## src/rtl/gpio_debounce_pkg.sv

```systemverilog
// Shared defaults for the GPIO pad debouncer: widths of the per-channel
// stability counter and of the tick prescaler.
package gpio_debounce_pkg;

    localparam int unsigned CntWidthDefault   = 8;
    localparam int unsigned PrescWidthDefault = 16;

endpackage : gpio_debounce_pkg

```

## src/rtl/gpio_debounce_chk.sv

```systemverilog
// Property checks on the debouncer outputs: no unknowns once out of reset,
// and a channel never reports a change and a glitch in the same cycle.
module gpio_debounce_chk #(
    parameter int unsigned NumGpios = 32
) (
    input logic                clk_i,
    input logic                rst_ni,
    input logic [NumGpios-1:0] gpio_o,
    input logic [NumGpios-1:0] change_o,
    input logic [NumGpios-1:0] glitch_o
);

    a_outputs_known : assert property (@(posedge clk_i) disable iff (!rst_ni)
        !$isunknown({gpio_o, change_o, glitch_o}));

    a_change_glitch_exclusive : assert property (@(posedge clk_i) disable iff (!rst_ni)
        ((change_o & glitch_o) == {NumGpios{1'b0}}));

endmodule : gpio_debounce_chk

```

## src/rtl/gpio_debounce_tick.sv

```systemverilog
// Free-running prescaler that produces the shared debounce time base.
// The tick is asserted whenever the count has reached the programmed
// period; the >= compare lets the period be lowered mid-count without
// the counter running off to wrap-around.
module gpio_debounce_tick
    import gpio_debounce_pkg::*;
#(
    parameter int unsigned PrescWidth = PrescWidthDefault
) (
    input  logic                  clk_i,
    input  logic                  rst_ni,
    input  logic [PrescWidth-1:0] prescale_i,
    output logic                  tick_o
);

    logic [PrescWidth-1:0] pc_r;

    assign tick_o = (pc_r >= prescale_i);

    // Count up to the programmed period, then restart from zero.
    always_ff @(posedge clk_i or negedge rst_ni) begin
        if (!rst_ni) begin
            pc_r <= {PrescWidth{1'b0}};
        end else if (tick_o) begin
            pc_r <= {PrescWidth{1'b0}};
        end else begin
            pc_r <= pc_r + {{(PrescWidth-1){1'b0}}, 1'b1};
        end
    end

endmodule : gpio_debounce_tick

```

## src/rtl/prim_flop_2sync.sv

```systemverilog
// Two-flop synchroniser for a vector of asynchronous inputs. Each bit is
// synchronised independently; no cross-bit coherence is implied.
module prim_flop_2sync #(
    parameter int unsigned Width = 16
) (
    input  logic             clk_i,
    input  logic             rst_ni,
    input  logic [Width-1:0] d_i,
    output logic [Width-1:0] q_o
);

    logic [Width-1:0] stage1_r;
    logic [Width-1:0] stage2_r;

    // Two back-to-back capture stages to resolve metastability.
    always_ff @(posedge clk_i or negedge rst_ni) begin
        if (!rst_ni) begin
            stage1_r <= {Width{1'b0}};
            stage2_r <= {Width{1'b0}};
        end else begin
            stage1_r <= d_i;
            stage2_r <= stage1_r;
        end
    end

    assign q_o = stage2_r;

endmodule : prim_flop_2sync

```

## src/rtl/gpio_debounce.sv

```systemverilog
// Pad-side input conditioning: synchronises the raw GPIO pads and debounces
// each channel against a shared programmable tick. Each channel produces a
// clean level, a one-cycle change pulse and a one-cycle glitch pulse.
module gpio_debounce
    import gpio_debounce_pkg::*;
#(
    parameter int unsigned NumGpios   = 32,
    parameter int unsigned CntWidth   = CntWidthDefault,
    parameter int unsigned PrescWidth = PrescWidthDefault,
    parameter bit          SyncOn     = 1'b1
) (
    input  logic                  clk_i,
    input  logic                  rst_ni,
    input  logic [NumGpios-1:0]   enable_i,
    input  logic [PrescWidth-1:0] prescale_i,
    input  logic [CntWidth-1:0]   thresh_i,
    input  logic [NumGpios-1:0]   gpio_i,
    output logic [NumGpios-1:0]   gpio_o,
    output logic [NumGpios-1:0]   change_o,
    output logic [NumGpios-1:0]   glitch_o
);

    logic [NumGpios-1:0] sample_s;
    logic                tick_s;
    logic [CntWidth:0]   thresh_eff_s;

    if (SyncOn) begin : gen_sync
        prim_flop_2sync #(
            .Width (NumGpios)
        ) u_sync (
            .clk_i  (clk_i),
            .rst_ni (rst_ni),
            .d_i    (gpio_i),
            .q_o    (sample_s)
        );
    end else begin : gen_nosync
        assign sample_s = gpio_i;
    end

    gpio_debounce_tick #(
        .PrescWidth (PrescWidth)
    ) u_tick (
        .clk_i      (clk_i),
        .rst_ni     (rst_ni),
        .prescale_i (prescale_i),
        .tick_o     (tick_s)
    );

    // A zero threshold behaves as one tick; one extra bit keeps the
    // cnt+1 compare free of wrap-around at the top of the range.
    assign thresh_eff_s = (thresh_i == {CntWidth{1'b0}}) ?
                          {{CntWidth{1'b0}}, 1'b1} : {1'b0, thresh_i};

    for (genvar i = 0; i < NumGpios; i++) begin : gen_chan
        logic [CntWidth-1:0] cnt_r;
        logic [CntWidth-1:0] cnt_d_s;
        logic [CntWidth:0]   cnt_inc_s;
        logic                level_r;
        logic                level_d_s;
        logic                change_r;
        logic                glitch_r;
        logic                glitch_d_s;

        assign cnt_inc_s = {1'b0, cnt_r} + {{CntWidth{1'b0}}, 1'b1};

        // Next level / count / glitch: bypass follows the sample, debounce
        // needs thresh consecutive ticks of a differing sample; a return to
        // the held level wins over a coincident tick.
        always_comb begin
            level_d_s  = level_r;
            cnt_d_s    = cnt_r;
            glitch_d_s = 1'b0;
            if (!enable_i[i]) begin
                level_d_s = sample_s[i];
                cnt_d_s   = {CntWidth{1'b0}};
            end else if (sample_s[i] == level_r) begin
                cnt_d_s    = {CntWidth{1'b0}};
                glitch_d_s = (cnt_r != {CntWidth{1'b0}});
            end else if (tick_s) begin
                if (cnt_inc_s >= thresh_eff_s) begin
                    level_d_s = sample_s[i];
                    cnt_d_s   = {CntWidth{1'b0}};
                end else begin
                    cnt_d_s   = cnt_inc_s[CntWidth-1:0];
                end
            end else begin
                cnt_d_s = cnt_r;
            end
        end

        // Channel state and registered pulses.
        always_ff @(posedge clk_i or negedge rst_ni) begin
            if (!rst_ni) begin
                cnt_r    <= {CntWidth{1'b0}};
                level_r  <= 1'b0;
                change_r <= 1'b0;
                glitch_r <= 1'b0;
            end else begin
                cnt_r    <= cnt_d_s;
                level_r  <= level_d_s;
                change_r <= (level_d_s != level_r);
                glitch_r <= glitch_d_s;
            end
        end

        assign gpio_o[i]   = level_r;
        assign change_o[i] = change_r;
        assign glitch_o[i] = glitch_r;
    end

    gpio_debounce_chk #(
        .NumGpios (NumGpios)
    ) u_chk (
        .clk_i    (clk_i),
        .rst_ni   (rst_ni),
        .gpio_o   (gpio_o),
        .change_o (change_o),
        .glitch_o (glitch_o)
    );

endmodule : gpio_debounce

```

## config.mk

```make
export PLATFORM = sky130hd
export DESIGN_NAME = gpio_debounce
export DESIGN_NICKNAME = d
export VERILOG_FILES = /design/src/rtl/gpio_debounce_pkg.sv /design/src/rtl/gpio_debounce_chk.sv /design/src/rtl/gpio_debounce_tick.sv /design/src/rtl/prim_flop_2sync.sv /design/src/rtl/gpio_debounce.sv
export SDC_FILE = /design/constraint.sdc
export NUM_CORES = 1
export LEC_CHECK = 0
export CORE_UTILIZATION = 37
export CTS_CLUSTER_SIZE = 24
export DETAILED_ROUTE_END_ITERATION = 7
export PLACE_DENSITY_LB_ADDON = 0.15
export RECOVER_POWER = 25
export SLEW_MARGIN = 20
export SYNTH_ARGS = -nofsm -noshare
export SYNTH_HDL_FRONTEND = slang
export SYNTH_SLANG_ARGS = --single-unit
```

## constraint.sdc

```tcl
create_clock -name clk_i -period 3.9 [get_ports clk_i]
set_clock_uncertainty 0.1 [all_clocks]
set_input_delay 0.39 -clock clk_i [delete_from_list [all_inputs] [get_ports clk_i]]
set_output_delay 0.39 -clock clk_i [all_outputs]
set_load 0.01 [all_outputs]
```

==> results by group, run 1 <==
Synth
  • Mapped Nets: approximately 3500
  • EDFF count, synth: 0
  • Cells after Synth: around 3100
  • Largest area contributor in the netlist: dfrtp_1
  • Synthesis warning total: 0
  • Sequential share of the synthesized area: between 30% and 40%
  • FF+latch count, synth: ~430
  • Ys async rst share: 100%
  • Synth top area share: between 30 and 40%
  • Top cells by area, synth: dfrtp_1 37%, ha_1 13%, a21oi_1 5.1%
  • Mapped cell area: 28800 µm²
  • Syn_area_per_cell: ~9.2 µm²
  • Top_reg_cell synth: dfrtp_1
  • Distinct cell type count after synthesis: 73

Placement
  • RePlAce Congestion: between 0.8 and 0.9
  • Placed cell count: between 4000 and 5000
  • Pre-CTS worst setup slack: about 0.15 ns
  • PortBufs: approximately 190
  • DP HPWL: around 51 mm

Worst setup path
  • Crit end category: register
  • Kind of critical path: register to register
  • Worst setup path start: gen_chan[20].cnt_r[2]$_DFFE_PN0P_
  • Arr. time, crit path: approximately 3.7 ns
  • Worst path required time: ~4.3 ns
  • Worst Setup Start Kind: register
  • Reg2Reg Launch Point: gen_chan[20].cnt_r[2]$_DFFE_PN0P_
  • Max Fanout on Critical Path: 7

STA
  • Final hold vios: 0
  • Slew Limit Headroom: -31.0%
  • Endpoints failing setup: 0
  • Slew @ Worst Pin: slightly below 2 ns
  • Final period utilization: 84.2%
  • RSZ-0062 raised after global routing: no
  • Period minus WS final: approximately 3.3 ns
  • Post-route setup slack: 0.618 ns
  • Max Clock Freq: 0.305 GHz
  • Fin. max-slew vios: 72
  • Setup TNS: 0 ns

Pwr
  • Worst VDD drop: 0.290 mV
  • Power, Total: about 12 mW
  • Leak: around 14 nW
  • Cell Pwr Density: roughly 360 nW/µm²

Hold path
  • Worst min path class: input pin to register
  • Hold_sp: gpio_i[0]

GRT
  • GR Overflow Total: 0
  • Largest net degree at the start of global routing: 84
  • First-pass GRT wire length: 122 mm
  • Total track usage: a little under a fifth
  • Initial antenna violation count: 1
  • Number of global-route vias before repair: 23400

Outcome
  • Outcome: complete, but fails checks
  • Failing checks: max-capacitance violations, max-slew violations

Clocking
  • Clk sink count: approximately 430
  • TritonCTS clock tree: built
  • Worst-skew pair later-pin latency: a little over 0.6 ns
  • CTS buffer count: 54
  • Max Root-Sink Buffers: 3
  • Setup bufs post-CTS: 0
  • Clk pin slew, worst setup/hold paths: roughly 0.06 ns
  • H-tree depth: 2
  • Post-CTS Resized: 0
  • Clock root cell: clkbuf_16

Drt
  • Initial drt markers: roughly 1500
  • Post-route ant nets: 0
  • 1st-pass router iterations: 8
  • Total number of vias: around 23000
  • DRC Markers: 0
  • Routed Wire Length: 74.5 mm
  • DR vias/cell: about 5.4
  • WL/cell: between 15 and 20 µm

Layout
  • Commonest non-fill, non-tap cell in the layout: dfrtp_1
  • Nets@finish: between 3000 and 4000
  • # diodes: 0
  • Most frequent cells in the layout: 432 x dfrtp_1, 305 x ha_1, 303 x nand2_1
  • Cell Count, Final, Fillers Out: between 4000 and 5000
  • Layout cell share with drive strength beyond 1: between 8 and 9%
  • Area Growth Syn to Fin: 16.2%

Floorplanning
  • Die height: ~280 µm
  • Initial cell density of the core: 37.3%
  • Row count: 102
  • Die W: about 280 µm
  • Top-Level Pins: around 190
  • Core Region: just under 80000 µm²
  • Die area: just under 80000 µm²

Job
  • Maximum capacitance violations: 1
==> per-stage QoR <==
| step | utilization, % | hold slack, ns | area [µm²] |
|---|---|---|---|
| finish | 43.3 | 0.234 | 33500 |
| global route | 43.3 | 0.201 | 33500 |
| CTS | 43.4 | 0.0662 | 33600 |
| detailed placement | 40.9 | 0.236 | 31700 |
| global placement | 40.9 | 0.233 | 31700 |
| floorplan | - | -0.00559 | 28800 |
==> logic make-up after synthesis <==
family | synth area share [%]
and+or+nand+nor | 19.9
AOI/OAI and AO/OA | 14.1
DFF | 37.5
buffers and inverters | 6.03
adders and majority gates | 13.9
xor gates and xnor gates | 7.27
muxes | 1.29
==> critical path: stages, from the launching register on <==
cell,delay [ns]
dfrtp_1,0.46
nand3_1,0.22
nor2_1,0.29
nand3_1,0.13
xnor2_1,0.22
ha_1,0.28
nand3_1,0.11
o22ai_1,0.08
a311oi_1,0.25
o31a_1,0.29
nand2_1,0.18
or4_1,0.44
a21oi_1,0.15
==> per-layer routing <==
layer	GRT usage [%]	vias up	part of all wire, %
met5	0	-	0
met4	5.24	0	2.4
met3	2.98	110	4.4
met2	32.1	479	48
met1	24.9	11400	45
li1	-	11500	-
==> where the power goes <==
part           internal, mW  switching (mW)
clock                  3.26            2.04
sequential             4.66           0.160
combinational         0.698            1.10
==> worst paths after layout <==
check,to,slack (ns),cells past startpoint
setup / recovery,gen_chan[20].cnt_r[5]$_DFFE_PN0P_,0.62,12
hold / removal,gen_sync.u_sync.stage1_r[0]$_DFF_PN0_,0.23,1
setup reg to reg,gen_chan[20].cnt_r[5]$_DFFE_PN0P_,0.62,12
hold reg to reg,gen_sync.u_sync.q_o[6]$_DFF_PN0_,0.25,0
max in group asynchronous,gen_chan[16].change_r$_DFF_PN0_,0.93,3
min in group asynchronous,gen_chan[18].change_r$_DFF_PN0_,0.76,2
==> final cells by class <==
class                           count  area, µm²
Sequential cell                   432      10800
Clock buffer                       74       1570
Tap cell                         1040       1300
Fill cell                        7478      43800
Inverter                          143        537
Multi-Input combinational cell   2377      16300
Timing Repair Buffer              268       2680
Clock inverter                     24        315
==> cell usage after synthesis (all sizes together), types with 8 or more instances <==
cell type  count
a21o          22
inv          143
o21a          11
mux2          33
nor3          21
or2           14
o22ai         16
o21ai        159
nand4         24
dfrtp        432
nand2        303
nor2         153
nor4b         13
a311oi        10
a21oi        296
nor3b         36
or4b          25
nand2b        38
o41ai         33
clkbuf        31
nor2b         15
maj3          20
xor2          99
or4           22
or3           22
buf          161
nor4          38
o211ai         8
and3          51
a32oi         11
ha           305
and2          51
nand3b        31
xnor2        138
o32ai         13
o31ai         35
a21boi        10
nand3        249
a31oi          9
==> sequential cells by signal (all words and copies together) (netlist names) <==
register	cells
gen_chan.change_r	32
gen_sync.u_sync.q_o	32
gen_chan.level_r	32
gen_chan.glitch_r	32
u_tick.pc_r	16
gen_sync.u_sync.stage1_r	32
gen_chan.cnt_r	256
==> what timing repair did <==
item,CTS,global route
hold buffers,1,0
setup endpoints to repair,0,0
endpoints found under the hold margin,69,0
(Power assumes the default switching activity.)
==> run 2: changes to the inputs <==
==> constraint.sdc (replaced) <==
create_clock -name clk_i -period 2.9 [get_ports clk_i]
set_clock_uncertainty 0.1 [all_clocks]
set_input_delay 0.29 -clock clk_i [delete_from_list [all_inputs] [get_ports clk_i]]
set_output_delay 0.29 -clock clk_i [all_outputs]
set_load 0.01 [all_outputs]
==> run 2 against run 1 <==
  * The run still ends with max-capacitance violations, max-slew violations left
  * Final cell count rose by 9.4%
  * Worst setup slack lost 0.61 ns
  * Sequential cell count did not move
  * Non-clock buffer count grew 406
  * Sequential share of layout area decreased by 4.5 points
  * Via count up 8.2%
  * Routed wire length increased by 12%
  * Critical path depth down 1
  * Critical endpoint is now gen_chan[23].level_r$_DFF_PN0_
==> results by group, run 2 (synthesized netlist as in run 1, its figures left out) <==
Hold path
  • Hold worst-path end: gen_sync.u_sync.stage1_r[9]$_DFF_PN0_
  • Worst Hold Depth: 1 (unchanged)
  • Worst min path class: input pin to register
  • Hold_sp: gpio_i[9]

STA
  • Slew @ Worst Pin: 1.86 ns (-0.109 ns)
  • Final hold vios: 0 (unchanged)
  • Fin. max-slew vios: 54 (-25%)
  • RSZ-0062 raised after global routing: yes
  • Setup TNS: 0 ns (unchanged)
  • Slew Limit Headroom: -23.7% (+7.3 points)
  • Endpoints failing setup: 0 (unchanged)
  • Post-route setup slack: 0.00348 ns (-0.614 ns)
  • Max Clock Freq: 0.345 GHz (+13%)
  • Final period utilization: 99.9% (+16 points)
  • Final hold slack: 0.150 ns (-0.0838 ns)
  • Period minus WS final: 2.90 ns (-0.386 ns)

Layout
  • Layout cell share with drive strength beyond 1: 26.4% (+18 points)
  • Most frequent cells in the layout: 417 x dfrtp_1, 413 x buf_4, 283 x nand2_1
  • Max reg flops: 256 (unchanged)
  • Cell Count, Final, Fillers Out: 4766 (+9.4%)
  • Commonest non-fill, non-tap cell in the layout: dfrtp_1
  • # diodes: 0 (unchanged)
  • Most flops, register: gen_chan.cnt_r
  • Area Growth Syn to Fin: 35.5%
  • Layout fillers: 7028 (-6.0%)
  • Nets@finish: 4077 (+11%)

Pwr
  • Power, Total: 17.5 mW (+47%)
  • Worst VDD drop: 0.387 mV (+34%)
  • Leak: 17.2 nW (+20%)
  • Cell Pwr Density: 447 nW/µm² (+26%)

Floorplanning
  • Die area: 79100 µm² (unchanged)
  • Die height: 281 µm (unchanged)
  • Die W: 281 µm (unchanged)
  • Initial cell density of the core: 37.3% (unchanged)
  • Core Region: 77300 µm² (unchanged)
  • Top-Level Pins: 186 (unchanged)
  • Row count: 102 (unchanged)

Clocking
  • Worst-skew pair later-pin latency: 0.61 ns (about the same)
  • H-tree depth: 2 (unchanged)
  • CTS buffer count: 54 (unchanged)
  • TritonCTS clock tree: built
  • Max Root-Sink Buffers: 3 (unchanged)
  • Clock root cell: clkbuf_16
  • Clk sink count: 432 (unchanged)
  • Clk pin slew, worst setup/hold paths: 0.06 ns (about the same)

Worst setup path
  • Reg2Reg Launch Point: gen_chan[23].cnt_r[0]$_DFFE_PN0P_
  • Kind of critical path: register to register
  • Max Fanout on Critical Path: 4 (-3)
  • Worst Setup Start Kind: register
  • RR Endpoint: gen_chan[23].level_r$_DFF_PN0_
  • Arr. time, crit path: 3.28 ns (-0.42 ns)
  • Worst R2R Path Depth: 11 (-1)
  • Worst path required time: 3.28 ns (-1.04 ns)
  • FF-to-FF setup slack: 0.003 ns (-0.61 ns)
  • Crit end category: register

Drt
  • Initial drt markers: 1465 (-5.1%)
  • Routed Wire Length: 83.2 mm (+12%)
  • DRC Markers: 0 (unchanged)
  • 1st-pass router iterations: 5 (-3)
  • WL/cell: 17.4 µm (+2.1%)
  • Post-route ant nets: 0 (unchanged)
  • DR vias/cell: 5.32 (-1.0%)
  • Total number of vias: 25400 (+8.2%)

GRT
  • Largest net degree at the start of global routing: 67 (-20%)
  • GR Overflow Total: 0 (unchanged)
  • Total track usage: 20.4% (+1.4 points)
  • Initial antenna violation count: 0 (-1)
  • Number of global-route vias before repair: 25500 (+8.6%)
  • First-pass GRT wire length: 131 mm (+7.4%)

Outcome
  • Failing checks: max-capacitance violations, max-slew violations
  • Outcome: complete, but fails checks

Job
  • Maximum capacitance violations: 1 (unchanged)

Placement
  • RePlAce Congestion: 0.908 (+6.2%)
  • PortBufs: 185 (unchanged)
  • Pre-CTS worst setup slack: -0.721 ns (-0.875 ns)
  • DP HPWL: 58.3 mm (+14%)
  • Placed cell count: 4567 (+7.2%)
[run 2: cell types whose count changed in the layout (fill, tap and decap cells not counted), moves of 22 or more]
cell	before	now
buf_4	63	413
o21ai_0	153	98
a21oi_1	293	250
o21ai_1	5	48
a21oi_2	3	44
nand3_1	249	213
xnor2_1	138	108
xnor2_2	0	30
ha_1	305	276
nand3_2	0	28
o41ai_1	30	5
dlygate4sd3_1	33	56
nor2_1	149	126
o41ai_2	3	25
[run 2: layout make-up]
type | instances | area, µm² | share of cell area, %
sequential | 432 | 10800 | 27.7
inverter | 143 | 544 | 1.39
multi-input combinational | 2377 | 18200 | 46.7
clock inverter | 34 | 583 | 1.49
timing repair buffer | 674 | 6060 | 15.5
clock buffer | 66 | 1530 | 3.91
tap | 1040 | 1300 | 3.33
[run 2: how the worst max path moves through the flow]
stage | slack, ns | endpoint | from | cells past startpoint
3_5_place_dp | -0.72 | gen_chan[6].level_r$_DFF_PN0_ | thresh_i[5] | 11
3_3_place_gp | -0.70 | gen_chan[6].level_r$_DFF_PN0_ | thresh_i[4] | 11
5_1_grt | -0.10 | gen_chan[15].level_r$_DFF_PN0_ | gen_chan[15].cnt_r[1]$_DFFE_PN0P_ | 12
2_1_floorplan | -0.18 | gen_chan[31].level_r$_DFF_PN0_ | thresh_i[3] | 10
6_report | 0.003 | gen_chan[23].level_r$_DFF_PN0_ | gen_chan[23].cnt_r[0]$_DFFE_PN0P_ | 11
4_1_cts | 0.001 | gen_chan[27].cnt_r[2]$_DFFE_PN0P_ | gen_chan[27].cnt_r[0]$_DFFE_PN0P_ | 12
[run 2: per-layer routing]
metal | vias up | GRT usage, % | wire (µm)
li1 | 12300 | - | -
met1 | 12500 | 26.8 | 37800
met2 | 454 | 34.5 | 40200
met3 | 136 | 2.57 | 2780
met4 | 0 | 6.34 | 2350
met5 | - | 0 | 0
[run 2: power by group]
part | leakage [nW] | switching (mW) | internal, mW
combinational | 10.5 | 1.74 | 1.33
sequential | 5.74 | 0.179 | 6.26
clock | 1.04 | 2.82 | 5.15
total | 17.2 | 4.74 | 12.7
[run 2: metrics by stage]
stage / cell area (µm²) / util (%)
after floorplan: 29200 / -
after global placement: 34500 / 44.6
after detailed placement: 34500 / 44.6
after CTS: 37000 / 47.8
after global routing: 39100 / 50.5
final: 39100 / 50.5
[run 2: what timing repair did]
| item | in CTS | in global routing |
|---|---|---|
| endpoints found under the setup margin | 54 | 218 |
| gates resized for setup | 24 | 353 |
| hold endpoints to repair | 153 | 0 |
| pin swaps | 3 | 124 |
| hold buffers | 24 | 0 |
| setup buffers | 9 | 63 |
| gates cloned | 0 | 3 |
[run 2: worst max-delay path: stages, from the launching register on]
cell and delay [ns]:
dfrtp_1 0.43, buf_4 0.15, buf_4 0.14, inv_1 0.09, ha_4 0.22, ha_4 0.26, a21oi_2 0.05, maj3_2 0.31
o21ai_2 0.17, a311oi_2 0.08, o21ai_1 0.38, mux2_2 0.38
